===== src/rtl/seq_detector_param.sv =====
`default_nettype none
// +--------------------------------------------------------------------------+
// | Module      : seq_detector_param                                         |
// | Description : Serial bit-pattern detector with a runtime-loadable        |
// |               pattern/length, overlapping or non-overlapping matching,   |
// |               input qualifier and a saturating match counter.            |
// | Revision    : 1.0 - initial release                                      |
// +--------------------------------------------------------------------------+
module seq_detector_param #(
  parameter int                 MAX_LEN = 8,
  parameter int                 LEN_W   = 4,
  parameter logic [MAX_LEN-1:0] DEF_PAT = MAX_LEN'(8'h07),
  parameter int                 DEF_LEN = 3,
  parameter int                 CNT_W   = 8
) (
  input  logic               clk,
  input  logic               rst,
  input  logic               din,
  input  logic               din_valid,
  input  logic               cfg_load,
  input  logic [MAX_LEN-1:0] pat,
  input  logic [LEN_W-1:0]   pat_len,
  input  logic               overlap,
  input  logic               cnt_clr,
  output logic               dout,
  output logic [CNT_W-1:0]   match_cnt,
  output logic               cfg_err
);

  localparam logic [LEN_W:0]   c_MAX_LEN_EXT = (LEN_W+1)'(MAX_LEN);
  localparam logic [LEN_W:0]   c_ONE_EXT     = (LEN_W+1)'(1);
  localparam logic [LEN_W-1:0] c_FILL_FULL   = LEN_W'(MAX_LEN);
  localparam logic [LEN_W-1:0] c_FILL_ONE    = LEN_W'(1);
  localparam logic [LEN_W-1:0] c_DEF_LEN     = LEN_W'(DEF_LEN);
  localparam logic [CNT_W-1:0] c_CNT_MAX     = '1;
  localparam logic [CNT_W-1:0] c_CNT_ONE     = CNT_W'(1);

  // Active configuration and history state
  logic [MAX_LEN-1:0] r_pat;
  logic [LEN_W-1:0]   r_len;
  logic               r_overlap;
  logic               r_cfg_err;
  logic [MAX_LEN-1:0] r_hist;
  logic [LEN_W-1:0]   r_fill;
  logic               r_dout;
  logic [CNT_W-1:0]   r_cnt;

  logic [MAX_LEN-1:0] w_shift;
  logic [MAX_LEN-1:0] w_mask;
  logic               w_valid;
  logic               w_enough;
  logic               w_hit;
  logic               w_len_bad;

  // A bit is only consumed when qualified, not overridden by a config load,
  // and the active configuration is legal.
  assign w_valid   = din_valid && !cfg_load && !r_cfg_err;
  assign w_shift   = {r_hist[MAX_LEN-2:0], din};
  assign w_enough  = ({1'b0, r_fill} + c_ONE_EXT) >= {1'b0, r_len};
  assign w_hit     = w_valid && w_enough && ((w_shift & w_mask) == (r_pat & w_mask));
  assign w_len_bad = (pat_len == '0) || ({1'b0, pat_len} > c_MAX_LEN_EXT);

  // Build a mask selecting the low r_len bits of the history window
  always_comb begin
    w_mask = '0;
    for (int i = 0; i < MAX_LEN; i++) begin
      w_mask[i] = (LEN_W'(i) < r_len);
    end
  end

  // Configuration latch plus history/fill tracking; a non-overlapping hit
  // empties the fill count so the next match needs a full fresh pattern.
  always_ff @(posedge clk) begin
    if (!rst) begin
      r_pat     <= DEF_PAT;
      r_len     <= c_DEF_LEN;
      r_overlap <= 1'b0;
      r_cfg_err <= 1'b0;
      r_hist    <= '0;
      r_fill    <= '0;
    end else if (cfg_load) begin
      r_pat     <= pat;
      r_len     <= pat_len;
      r_overlap <= overlap;
      r_cfg_err <= w_len_bad;
      r_hist    <= '0;
      r_fill    <= '0;
    end else if (w_valid) begin
      r_hist <= w_shift;
      if (w_hit && !r_overlap) begin
        r_fill <= '0;
      end else if (r_fill != c_FILL_FULL) begin
        r_fill <= r_fill + c_FILL_ONE;
      end
    end
  end

  // Registered one-cycle match pulse
  always_ff @(posedge clk) begin
    if (!rst) begin
      r_dout <= 1'b0;
    end else begin
      r_dout <= w_hit;
    end
  end

  // Saturating match counter; a clear takes precedence over a same-cycle hit
  always_ff @(posedge clk) begin
    if (!rst) begin
      r_cnt <= '0;
    end else if (cnt_clr) begin
      r_cnt <= '0;
    end else if (w_hit && (r_cnt != c_CNT_MAX)) begin
      r_cnt <= r_cnt + c_CNT_ONE;
    end
  end

  assign dout      = r_dout;
  assign match_cnt = r_cnt;
  assign cfg_err   = r_cfg_err;

endmodule
`default_nettype wire


===== config.mk =====
export PLATFORM = sky130hd
export DESIGN_NAME = seq_detector_param
export DESIGN_NICKNAME = d
export VERILOG_FILES = /design/src/rtl/seq_detector_param.sv
export SDC_FILE = /design/constraint.sdc
export NUM_CORES = 1
export LEC_CHECK = 0
export ABC_AREA = 1
export BUFFER_PORTS_ARGS = -buffer_cell sky130_fd_sc_hd__buf_2
export CORE_MARGIN = 8
export CORE_UTILIZATION = 45
export CTS_BUF_LIST = sky130_fd_sc_hd__clkbuf_16
export CTS_CLUSTER_SIZE = 20
export DETAILED_ROUTE_END_ITERATION = 12
export PLACE_DENSITY = 0.68
export SETUP_SLACK_MARGIN = 0.4
export SYNTH_ARGS = -nofsm -noshare
export SYNTH_HDL_FRONTEND = slang
export SYNTH_SLANG_ARGS = --single-unit
export TNS_END_PERCENT = 10

===== constraint.sdc =====
create_clock -name clk -period 2.2 [get_ports clk]
set_clock_uncertainty 0.1 [all_clocks]
set_input_delay 0.44 -clock clk [delete_from_list [all_inputs] [get_ports clk]]
set_output_delay 0.44 -clock clk [all_outputs]
set_load 0.05 [all_outputs]

* Word level (Yosys, flattened, before mapping)
Cells that the tools add are included.
Widths: inputs -> output; s select.
** Operators by class
- Reductions and logical operators :: 15
- Add/sub/neg operators :: 3
- Equality and inequality tests :: 3
- Bitwise operators :: 3
- Muxes and demuxes :: 2
- Order comparisons :: 10
** Operators with widths (number)
- $and 8x8->8 :: 2
- $lt 3x4->1 const A :: 4
- $add 8x1->8 const B :: 1
- $eq 8x8->1 :: 1
- $lt 1x4->1 const A :: 2
- $lt 2x4->1 const A :: 2
- $mux 4 :: 2
- $ne 8x8->1 const B :: 1
- $logic_and 1x1->1 :: 6
- $add 4x1->5 const B :: 1
- $ge 5x4->1 :: 1
- $add 4x1->4 const B :: 1
- $gt 4x4->1 const B :: 1
- $logic_not 4->1 :: 1
- $ne 4x4->1 const B :: 1
- $reduce_or 2->1 :: 2
- $logic_not 1->1 :: 3
- $reduce_and 2->1 :: 1
- $reduce_bool 2->1 :: 1
- $logic_or 1x1->1 :: 1
- $not 1->1 :: 1
** Word-level totals
- Bits of input ports :: 19
- Register bits :: 34
- Word-level logic and storage cells :: 44

* Depth between registers and ports, before layout
Gate-level depths: netlist of run 1.
- Word-level depth :: 8
- Mapped depth :: 16
- Gate-level depth less buffers :: 16

* Least setup slack after synthesis of run 1
Ideal clock, no wire load.
- Kind :: reg2reg
- Start point :: reg r_fill[0]
- End point :: reg r_fill[3]
- Slack :: 0.133 ns
- Stages on the path, launching flop included :: 17
- Data arrival time :: 1.853 ns
- Cells stage by stage :: dfxtp_1 inv_1 ha_1 ha_1 nand2_1 inv_1 nand2_1 nand2_1 nand2_1 nand2_1 nand2_1 nor2_4 nand2_2 nand2_4 nand2_1 o21bai_1 inv_1
** Between the ends
- Longest elaborated chain between the ends :: 7
- Elaborated cells between the ends (all ways) :: 11
- Those cells by class :: add/sub (2); order compare (1); eq/ne (1); mux (2); reduce/logical (5)
** RTL lines
- from (decl) :: RTL line 44 : logic [LEN_W-1:0] r_fill;
- from (signal assigned) :: RTL line 93 : r_fill <= r_fill + c_FILL_ONE;
- $add 4x1->5 :: RTL line 59 : assign w_enough = ({1'b0, r_fill} + c_ONE_EXT) >= {1'b0, r_len};
- $ge 5x4->1 :: RTL line 59
- $logic_and 1x1->1 (2 in series) :: RTL line 60 : assign w_hit = w_valid && w_enough && ((w_shift & w_mask) == (r_pat & w_mask));
- $logic_and 1x1->1 :: RTL line 90 : if (w_hit && !r_overlap) begin
- $reduce_bool 2->1 (no line)
- $reduce_and 2->1 (no line)
Several ways; a longest one is shown, not always the timed one. The select of a mux whose other input is x is not followed.
A chain may end at the register's enable or synchronous reset.

* Final worst setup path of run 1
Same ends and word-level chain as after synthesis.

==> results of run 1 <==
-- report_power, final --
group | switching (µW) | internal (µW)
combinational | 106 | 66.6
clock | 235 | 402
sequential | 18.4 | 640
-- final timing paths --
path | end | slack (ns) | cells past startpoint
max reg2reg | r_fill[3] | 0.13 | 16
max | r_fill[3] | 0.13 | 16
min reg2reg | r_pat[7] | 0.37 | 2
min | r_pat[1] | 0.28 | 3
-- layout make-up --
class	count	area (µm²)	area share, %
clock buffers	5	125	5.71
well taps	50	62.6	2.85
repair buffers	33	178	8.11
inverters	34	131	5.99
flip-flops and latches	34	688	31.4
multi-input cells	184	1000	45.8
clock inverters	1	3.75	0.171
-- Yosys cell counts --
| master | count | area, µm² |
|---|---|---|
| clkbuf_1 | 3 | 11.3 |
| dfxtp_1 | 34 | 681 |
| nand2_1 | 67 | 251 |
| nor3_1 | 4 | 20.0 |
| a21oi_1 | 28 | 140 |
| nor2_1 | 21 | 78.8 |
| buf_2 | 2 | 10.0 |
| nand3_1 | 12 | 60.1 |
| inv_2 | 2 | 7.51 |
| nor2_2 | 2 | 12.5 |
| o21bai_1 | 2 | 15.0 |
| nand2_4 | 3 | 33.8 |
| xor2_1 | 6 | 52.6 |
| o21ai_1 | 1 | 5.00 |
| o21ai_0 | 23 | 115 |
| ha_1 | 7 | 87.6 |
| a21boi_0 | 1 | 7.51 |
| nor2_4 | 1 | 11.3 |
| xnor2_1 | 1 | 8.76 |
| inv_1 | 31 | 116 |
| clkinv_2 | 1 | 5.00 |
| nand2_2 | 2 | 12.5 |
| nor2_8 | 1 | 20.0 |
| nor3b_1 | 2 | 15.0 |
-- worst register-to-register path, delay by kind of cell, from the launching register on --
| family | cells | cell delay (ns) |
|---|---|---|
| DFF | 1 | 0.36 |
| adders and majority gates | 2 | 0.47 |
| buffers and inverters | 2 | 0.08 |
| xor gates and xnor gates | 1 | 0.15 |
| AOI/OAI and AO/OA | 1 | 0.11 |
| and+or+nand+nor | 10 | 0.70 |
-- sequential cells by signal, summed over array words and instances (netlist names) --
register / count
r_hist: 7
dout: 1
r_overlap: 1
match_cnt: 8
r_pat: 8
r_fill: 4
r_len: 4
cfg_err: 1
-- placed cells by master (no fill, tap or decap), types with 3 or more instances in the layout --
master,n
nand2_1,65
dfxtp_1,32
inv_1,31
buf_2,28
a21oi_1,27
o21ai_0,23
nor2_1,21
nand3_1,11
xor2_1,5
ha_1,5
clkbuf_16,5
buf_4,5
nand2_4,4
nor3_1,4
nand2_2,3
-- kinds of logic (layout without fill, tap and decap cells) --
| logic type | count (synthesis) | after routing | share of synthesized area [%] |
|---|---|---|---|
| AND/OR/NAND/NOR | 115 | 115 | 29.0 |
| AO/OA/AOI/OAI | 55 | 55 | 15.9 |
| buffers and inverters | 39 | 73 | 8.44 |
| flip-flops | 34 | 34 | 38.3 |
| adder cells (fa/ha/maj) | 7 | 7 | 4.93 |
| XOR/XNOR | 7 | 7 | 3.45 |
-- per-stage QoR --
stage | worst slack (ns) | TNS [ns] | cells | hold slack (ns)
3_5_place_dp | 0.0799 | 0 | 334 | 0.365
3_3_place_gp | 0.134 | 0 | 334 | 0.366
4_1_cts | 0.0991 | 0 | 341 | 0.283
2_1_floorplan | 0.218 | 0 | 257 | 0.347
5_1_grt | -0.0438 | -0.0595 | 341 | 0.288
6_report | 0.125 | 0 | 341 | 0.285
-- metal layers --
metal	global-route usage, %	wire length [µm]	up-vias	part of all wire [%]
li1	-	-	889	-
met4	3.89	23	0	0.60
met2	20.0	1680	41	44
met3	3.39	134	4	3.5
met5	0	0	-	0
met1	16.9	2000	703	52
-- what timing repair did --
item	in CTS	in global routing
pin swaps	4	5
resized for setup	4	5
setup buffers	1	0
endpoints found under the setup margin	12	13
hold buffers	0	0
==> results.json, run 1 <==
{
  "grt_use_total_pct": 12.8,
  "htreeDepth": 2,
  "die_area_um2": 6220,
  "yosysWarningCount": 0,
  "r2r-start": "r_fill[0]",
  "vias_per_cell": 4.80,
  "hold_viol": 0,
  "maxSlewHeadroom_pct": 77.1,
  "placed_area_um2": 2010,
  "ys_types": 24,
  "syn_area_um2": 1780,
  "grt_pass1_vias": 1479,
  "routedWlPerCell_um": 11.3,
  "vias": 1637,
  "hp-class": "in2reg",
  "startpoint": "r_fill[0]",
  "clkSinkCount": 34,
  "postLayoutCoreUtil_pct": 56.0,
  "cts-root-buf": "clkbuf_16",
  "crit_family": "simple AND/OR/NAND/NOR gates",
  "grt_start_max_net_pins": 18,
  "clk_latency_ns": 0.27,
  "tightest_slew_ns": 0.343,
  "ir_worst_vdd_uv": 493,
  "critPathMaxStageDelay_ns": 0.36,
  "required_ns": 2.27,
  "syn_nets": 283,
  "fin_nets": 318,
  "path_cells": "ha_4 -> xor2_2 -> ha_1 -> nand2_1 -> inv_1 -> nand2_1 -> nand2_1 -> nand2_1 -> nand2_1 -> nand2_2 -> nor2_4 -> nand2_4 -> nand2_4 -> nand2_2 -> o21bai_1 -> inv_1",
  "grt_overflow": 0,
  "antenna_cells": 0,
  "design_area_um2": 2190,
  "die_h_um": 78.9,
  "antenna_found_initial": 0,
  "cts.path.max_buffers": 2,
  "syn_to_final_growth_pct": 23.3,
  "core_um2": 3910,
  "wirelength_mm": 3.84,
  "routabilityCongestion": 0.864,
  "ys_ff_latch": 34,
  "setup_viol": 0,
  "path_clk_slew_ns": 0.05,
  "drt_first_pass_iters": 4,
  "grt_pass1_wl_mm": 6.60,
  "drc": 0,
  "drtIter0Drc": 94,
  "cts_tree": "done",
  "placementRows": 23,
  "numPortBuffers": 28,
  "powerDensity_nw_per_um2": 669,
  "rsz0062_at_grt": "true",
  "synth_area_per_cell_um2": 6.92,
  "initial_core_util_pct": 45.4,
  "crit_buf_inv": 2,
  "ant_nets": 0,
  "cp.arrival_ns": 2.14,
  "synth-seq-area-share_pct": 38.3,
  "fillCellCount": 406,
  "status": "finished clean",
  "post-route-period-util_pct": 94.3,
  "cts_inserted_buffers": 5,
  "cpMostUsedCell": "nand2_1",
  "drive_above_1_share_pct": 20.6,
  "path_max_fanout": 7,
  "slowest_stage": "dfxtp_4",
  "power.total_uw": 1470,
  "maxCapViolCount": 0,
  "critPathKind": "reg2reg",
  "place_hpwl_mm": 2.86,
  "maxSlewViolCount": 0,
  "die_w_um": 78.9,
  "fmax_mhz": 482,
  "min_from": "pat[1]",
  "synthesis.instances": 257,
  "ioPinCount": 29,
  "critPathCaptureType": "flip-flop",
  "fin_crit_ns": 2.07,
  "start_kind": "flip-flop",
  "leakage_uw": 0.00103
}
No activity file was read; power rests on OpenSTA's default activity.
==> run 2, diff against run 1 <==
--- a/config.mk
+++ b/config.mk
@@ -5,14 +5,14 @@
 export SDC_FILE = /design/constraint.sdc
 export NUM_CORES = 1
 export LEC_CHECK = 0
-export ABC_AREA = 1
 export BUFFER_PORTS_ARGS = -buffer_cell sky130_fd_sc_hd__buf_2
+export CAP_MARGIN = 10
 export CORE_MARGIN = 8
 export CORE_UTILIZATION = 45
 export CTS_BUF_LIST = sky130_fd_sc_hd__clkbuf_16
 export CTS_CLUSTER_SIZE = 20
 export DETAILED_ROUTE_END_ITERATION = 12
-export PLACE_DENSITY = 0.68
+export PLACE_DENSITY = 0.66
 export SETUP_SLACK_MARGIN = 0.4
 export SYNTH_ARGS = -nofsm -noshare
 export SYNTH_HDL_FRONTEND = slang
==> constraint.sdc (replaced) <==
create_clock -name clk -period 2.3 [get_ports clk]
set_clock_uncertainty 0.1 [all_clocks]
set_input_delay 0.46 -clock clk [delete_from_list [all_inputs] [get_ports clk]]
set_output_delay 0.46 -clock clk [all_outputs]
set_load 0.05 [all_outputs]
==> run 2 against run 1 <==
Worst hold slack better by 0.012 ns. Critical path depth is 7 lower. Power is 6.5% lower. Worst setup slack better by 0.11 ns. Die area is 6.2% lower. Maximum frequency is 0.64% higher. Non-clock buffer count is 4 higher. Combinational power is 29% lower. Sequential power is 5.5% lower. Clock power is 1% lower. Critical path type unchanged. Largest cell class unchanged.
==> results.json, run 2 <==
{
  "highest_layer": "met4",
  "placementRows": 22,
  "cts.path.max_buffers": 2,
  "grt_overflow": 0,
  "maxSlewHeadroom_pct": 70.9,
  "ant_nets": 0,
  "leakage_uw": 0.000835,
  "critPathKind": "reg2reg",
  "hp-class": "in2reg",
  "maxSlewViolCount": 0,
  "path_clk_slew_ns": 0.05,
  "slowest_stage": "dfxtp_4",
  "tightest_slew_ns": 0.436,
  "ioPinCount": 29,
  "numPortBuffers": 28,
  "holdWs_ns": 0.297,
  "grt_use_total_pct": 13.6,
  "post-route-period-util_pct": 89.6,
  "ir_worst_vdd_uv": 441,
  "grt_pass1_wl_mm": 6.51,
  "cp.arrival_ns": 2.17,
  "rsz0062_at_grt": "true",
  "ys_ff_latch": 34,
  "placed_area_um2": 1850,
  "routabilityCongestion": 0.792,
  "synth_common_cells": "34 x dfxtp_1, 24 x nand2_1, 17 x nor2_1, 15 x a21oi_1",
  "path_cells": "ha_4 -> xor2_1 -> ha_1 -> o21ai_1 -> o21ai_1 -> nand3_2 -> buf_6 -> or3_1 -> a21oi_1",
  "synth_area_per_cell_um2": 8.63,
  "maxCapViolCount": 0,
  "antenna_found_initial": 0,
  "post-synth-top-count-cell": "dfxtp_1",
  "status": "finished clean",
  "cts_inserted_buffers": 5,
  "place_hpwl_mm": 2.65,
  "drc": 0,
  "die_area_um2": 5830,
  "fin_nets": 253,
  "core_um2": 3580,
  "setup_viol": 0,
  "synth_flop_cell": "dfxtp_1",
  "design_area_um2": 2080,
  "clkSinkCount": 34,
  "ctsHoldBuffers": 0,
  "critPathCaptureType": "flip-flop",
  "wl_met1_mm": 1.78,
  "synth_top_area_share_pct": 41.5,
  "syn_nets": 216,
  "required_ns": 2.41,
  "wirelength_mm": 3.83,
  "syn_area_um2": 1640,
  "antenna_cells": 0,
  "die_w_um": 76.4,
  "async_flop_share_pct": 0,
  "dpl.cell_count": 263,
  "synth_area_leaders": "dfxtp_1 41%, mux2i_1 7.9%, xnor2_1 5.9%",
  "start_kind": "flip-flop",
  "htreeDepth": 2,
  "die_h_um": 76.4,
  "vias_per_cell": 5.25,
  "critPathMaxStageDelay_ns": 0.37,
  "final_cell_mix": "32 x dfxtp_1, 28 x buf_2, 24 x nand2_1, 17 x nor2_1, 14 x a21oi_1",
  "hold_viol": 0,
  "cts_tree": "done",
  "drive_above_1_share_pct": 24.2,
  "synth_top_area_cell": "dfxtp_1",
  "drtIter0Drc": 70,
  "synthesis.instances": 190,
  "routedWlPerCell_um": 13.9,
  "drt_first_pass_iters": 6,
  "ys_types": 31,
  "grt_start_max_net_pins": 19,
  "clk_latency_ns": 0.28,
  "fin_crit_ns": 2.06,
  "final_common_cell": "dfxtp_1",
  "fin_cells": 275,
  "initial_core_util_pct": 45.8,
  "vias": 1445,
  "wl_met3_um": 219,
  "tns_ns": 0,
  "powerDensity_nw_per_um2": 658,
  "syn_to_final_growth_pct": 27.1,
  "fmax_mhz": 485,
  "synth_edf_count": 0,
  "yosysWarningCount": 0,
  "cts-root-buf": "clkbuf_16",
  "grt_pass1_vias": 1437,
  "synth-seq-area-share_pct": 41.5,
  "cpMostUsedCell": "o21ai_1",
  "path_max_fanout": 6,
  "wl_met2_mm": 1.76
}
==> run 2: cell count changes after synthesis, sizes merged, moves of 5 or more <==
cell   change
nand3      -6
or3        +7
inv       -27
o21ai     -10
a21oi     -13
xnor2     +10
xor2       -5
nor2       -8
nand2     -48
mux2i     +13
==> run 2: repair_timing <==
item | in CTS | in global routing
pin swaps | 4 | 0
setup endpoints to repair | 12 | 12
buffers inserted | 3 | 1
gates cloned | 1 | 0
resized for setup | 9 | 4
==> run 2: cell families after synthesis <==
| family | count (synthesis) | synth area share, % |
|---|---|---|
| mux | 13 | 7.93 |
| buf+inv | 13 | 3.51 |
| fa+ha+maj | 7 | 5.34 |
| xor+xnor | 12 | 6.41 |
| simple gates | 68 | 19.5 |
| compound gates | 43 | 15.9 |
| flops | 34 | 41.5 |
==> run 2: routing by layer <==
| metal | global-route usage [%] | vias to the layer above |
|---|---|---|
| li1 | - | 752 |
| met1 | 14.9 | 662 |
| met2 | 22.2 | 25 |
| met3 | 6.01 | 6 |
| met4 | 5.77 | 0 |
| met5 | 0 | - |
==> run 2: final timing paths <==
path,from,to,slack [ns],cells past startpoint
setup / recovery,r_fill[0],match_cnt[2],0.24,9
setup reg to reg,r_fill[0],match_cnt[2],0.24,9
hold reg to reg,r_hist[6],r_hist[6],0.37,2
hold / removal,pat[2],r_pat[2],0.30,3
==> run 2: worst max-delay path: cells and delay by family, from the launching register on <==
family / cells / cell delay, ns
AND/OR/NAND/NOR: 2 / 0.43
XOR/XNOR: 1 / 0.14
flip-flops: 1 / 0.37
buffers and inverters: 1 / 0.17
adder cells (fa/ha/maj): 2 / 0.43
AO/OA/AOI/OAI: 3 / 0.35
==> run 2: cell type report <==
cell class	instances	area [µm²]
sequential	34	688
timing repair buffer	37	228
inverter	6	25.0
multi-input combinational	143	948
clock inverter	2	10.0
fill	331	1490
clock buffer	5	125
tap	48	60.1
==> run 2: power breakdown <==
group / leakage, µW / switching [µW] / total [µW] / internal, µW
sequential: 0.000279 / 17.1 / 622 / 604
clock: 0.0000694 / 237 / 628 / 390
combinational: 0.000487 / 67.8 / 123 / 55.1
total: 0.000835 / 322 / 1370 / 1050
==> run 2: metrics by stage <==
stage	worst slack, ns	power, µW	utilization (%)
2_1_floorplan	0.359	712	-
3_3_place_gp	0.276	751	51.8
3_5_place_dp	0.211	752	51.8
4_1_cts	0.233	1380	57.9
5_1_grt	0.135	1420	58.3
6_report	0.238	1370	58.3
==> run 3, diff against run 2 <==
--- a/config.mk
+++ b/config.mk
@@ -13,6 +13,7 @@
 export CTS_CLUSTER_SIZE = 20
 export DETAILED_ROUTE_END_ITERATION = 12
 export PLACE_DENSITY = 0.66
+export RECOVER_POWER = 50
 export SETUP_SLACK_MARGIN = 0.4
 export SYNTH_ARGS = -nofsm -noshare
 export SYNTH_HDL_FRONTEND = slang
==> run 3 against run 2 <==
Die area did not move. Critical endpoint unchanged. Global-route usage did not move. Largest power group unchanged. Sequential power barely moved. Register-to-register slack barely moved. Clock power barely moved. Highest routed layer unchanged. Cell count did not move. Critical path type unchanged.
==> results.json, run 3 (same netlist as run 2, synthesis figures left out) <==
{
  "status": "finished clean",
  "routedWlPerCell_um": 13.9,
  "ir_worst_vdd_uv": 441,
  "maxSlewViolCount": 0,
  "cts_inserted_buffers": 5,
  "cts-root-buf": "clkbuf_16",
  "wirelength_mm": 3.83,
  "critPathKind": "reg2reg",
  "drtIter0Drc": 71,
  "grt_use_total_pct": 13.6,
  "fin_crit_ns": 2.06,
  "final_cell_mix": "32 x dfxtp_1, 25 x buf_2, 24 x nand2_1, 17 x nor2_1, 14 x a21oi_1",
  "fmax_mhz": 485,
  "placementRows": 22,
  "cts.path.max_buffers": 2,
  "leakage_uw": 0.000823,
  "vias": 1449,
  "fin_nets": 253,
  "required_ns": 2.41,
  "setup_viol": 0,
  "clkSinkCount": 34,
  "post-route-period-util_pct": 89.6,
  "powerDensity_nw_per_um2": 659,
  "hold_viol": 0,
  "cp.arrival_ns": 2.17,
  "antenna_cells": 0,
  "routabilityCongestion": 0.792,
  "fillCellCount": 333,
  "grt_pass1_vias": 1437,
  "ant_nets": 0,
  "vias_per_cell": 5.27,
  "grt_overflow": 0,
  "hp-class": "in2reg",
  "die_w_um": 76.4,
  "ioPinCount": 29,
  "critPathCaptureType": "flip-flop",
  "start_kind": "flip-flop",
  "die_area_um2": 5830,
  "numPortBuffers": 28,
  "core_um2": 3580,
  "final_common_cell": "dfxtp_1",
  "maxCapViolCount": 0,
  "grt_start_max_net_pins": 19,
  "die_h_um": 76.4,
  "drt_first_pass_iters": 4,
  "dpl.cell_count": 263,
  "maxSlewHeadroom_pct": 60.0,
  "holdWs_ns": 0.297,
  "place_hpwl_mm": 2.65,
  "path_max_fanout": 6,
  "drive_above_1_share_pct": 22.9,
  "grt_pass1_wl_mm": 6.51,
  "tightest_slew_ns": 0.602,
  "clk_latency_ns": 0.28,
  "syn_to_final_growth_pct": 26.9,
  "fin_cells": 275,
  "initial_core_util_pct": 45.8,
  "drc": 0,
  "tns_ns": 0,
  "path_clk_slew_ns": 0.05,
  "rsz0062_at_grt": "true",
  "htreeDepth": 2,
  "antenna_found_initial": 0,
  "cts_tree": "done"
}
-- run 3: path summary, 6_finish.rpt --
| check | start | endpoint | slack (ns) | cells after the start |
|---|---|---|---|---|
| worst max-delay path | r_fill[0] | match_cnt[2] | 0.24 | 9 |
| worst min-delay path | pat[2] | r_pat[2] | 0.30 | 3 |
| worst max register to register | r_fill[0] | match_cnt[2] | 0.24 | 9 |
| worst min register to register | r_hist[6] | r_hist[6] | 0.37 | 2 |
-- run 3: per-layer routing --
metal  global-route usage [%]  routed length (µm)
met1                     14.9                1780
met2                     22.2                1750
met3                     6.01                 223
met4                     5.77                  69
met5                        0                   0
-- run 3: stage by stage --
stage	power (µW)	utilization, %	cell area [µm²]	setup slack (ns)
2_1_floorplan	712	-	1670	0.359
3_3_place_gp	751	51.8	1850	0.276
3_5_place_dp	752	51.8	1850	0.211
4_1_cts	1380	57.9	2070	0.233
5_1_grt	1420	58.1	2080	0.135
6_report	1370	58.1	2080	0.238
-- run 3: power breakdown --
part	switching [µW]	leakage [µW]	internal, µW	total (µW)
Sequential	17.1	0.000279	604	622
Clock	237	0.0000694	390	627
Combinational	67.8	0.000475	54.8	123
Total	322	0.000823	1050	1370
-- run 3: area by class of cell --
type                    count  area [µm²]  area share, %
clock buffers               5         125           6.01
repair buffers             37         224           10.8
clock inverters             2        10.0          0.481
multi-input cells         143         948           45.6
well taps                  48        60.1           2.89
flip-flops and latches     34         688           33.1
inverters                   6        25.0           1.20
-- run 3: critical path, cell delays in order (launching register included) --
cell and delay [ns]:
dfxtp_4 0.37, ha_4 0.16, xor2_1 0.14, ha_1 0.27, o21ai_1 0.06, o21ai_1 0.15
nand3_2 0.13, buf_6 0.17, or3_1 0.30, a21oi_1 0.14
-- run 3: what timing repair did --
action,4_1_cts,5_1_grt
setup buffers,3,1
endpoints found under the setup margin,12,12
hold buffers,0,0
cloned,1,0
hold endpoints to repair,0,0
pin swaps,4,0
gates resized for setup,9,4
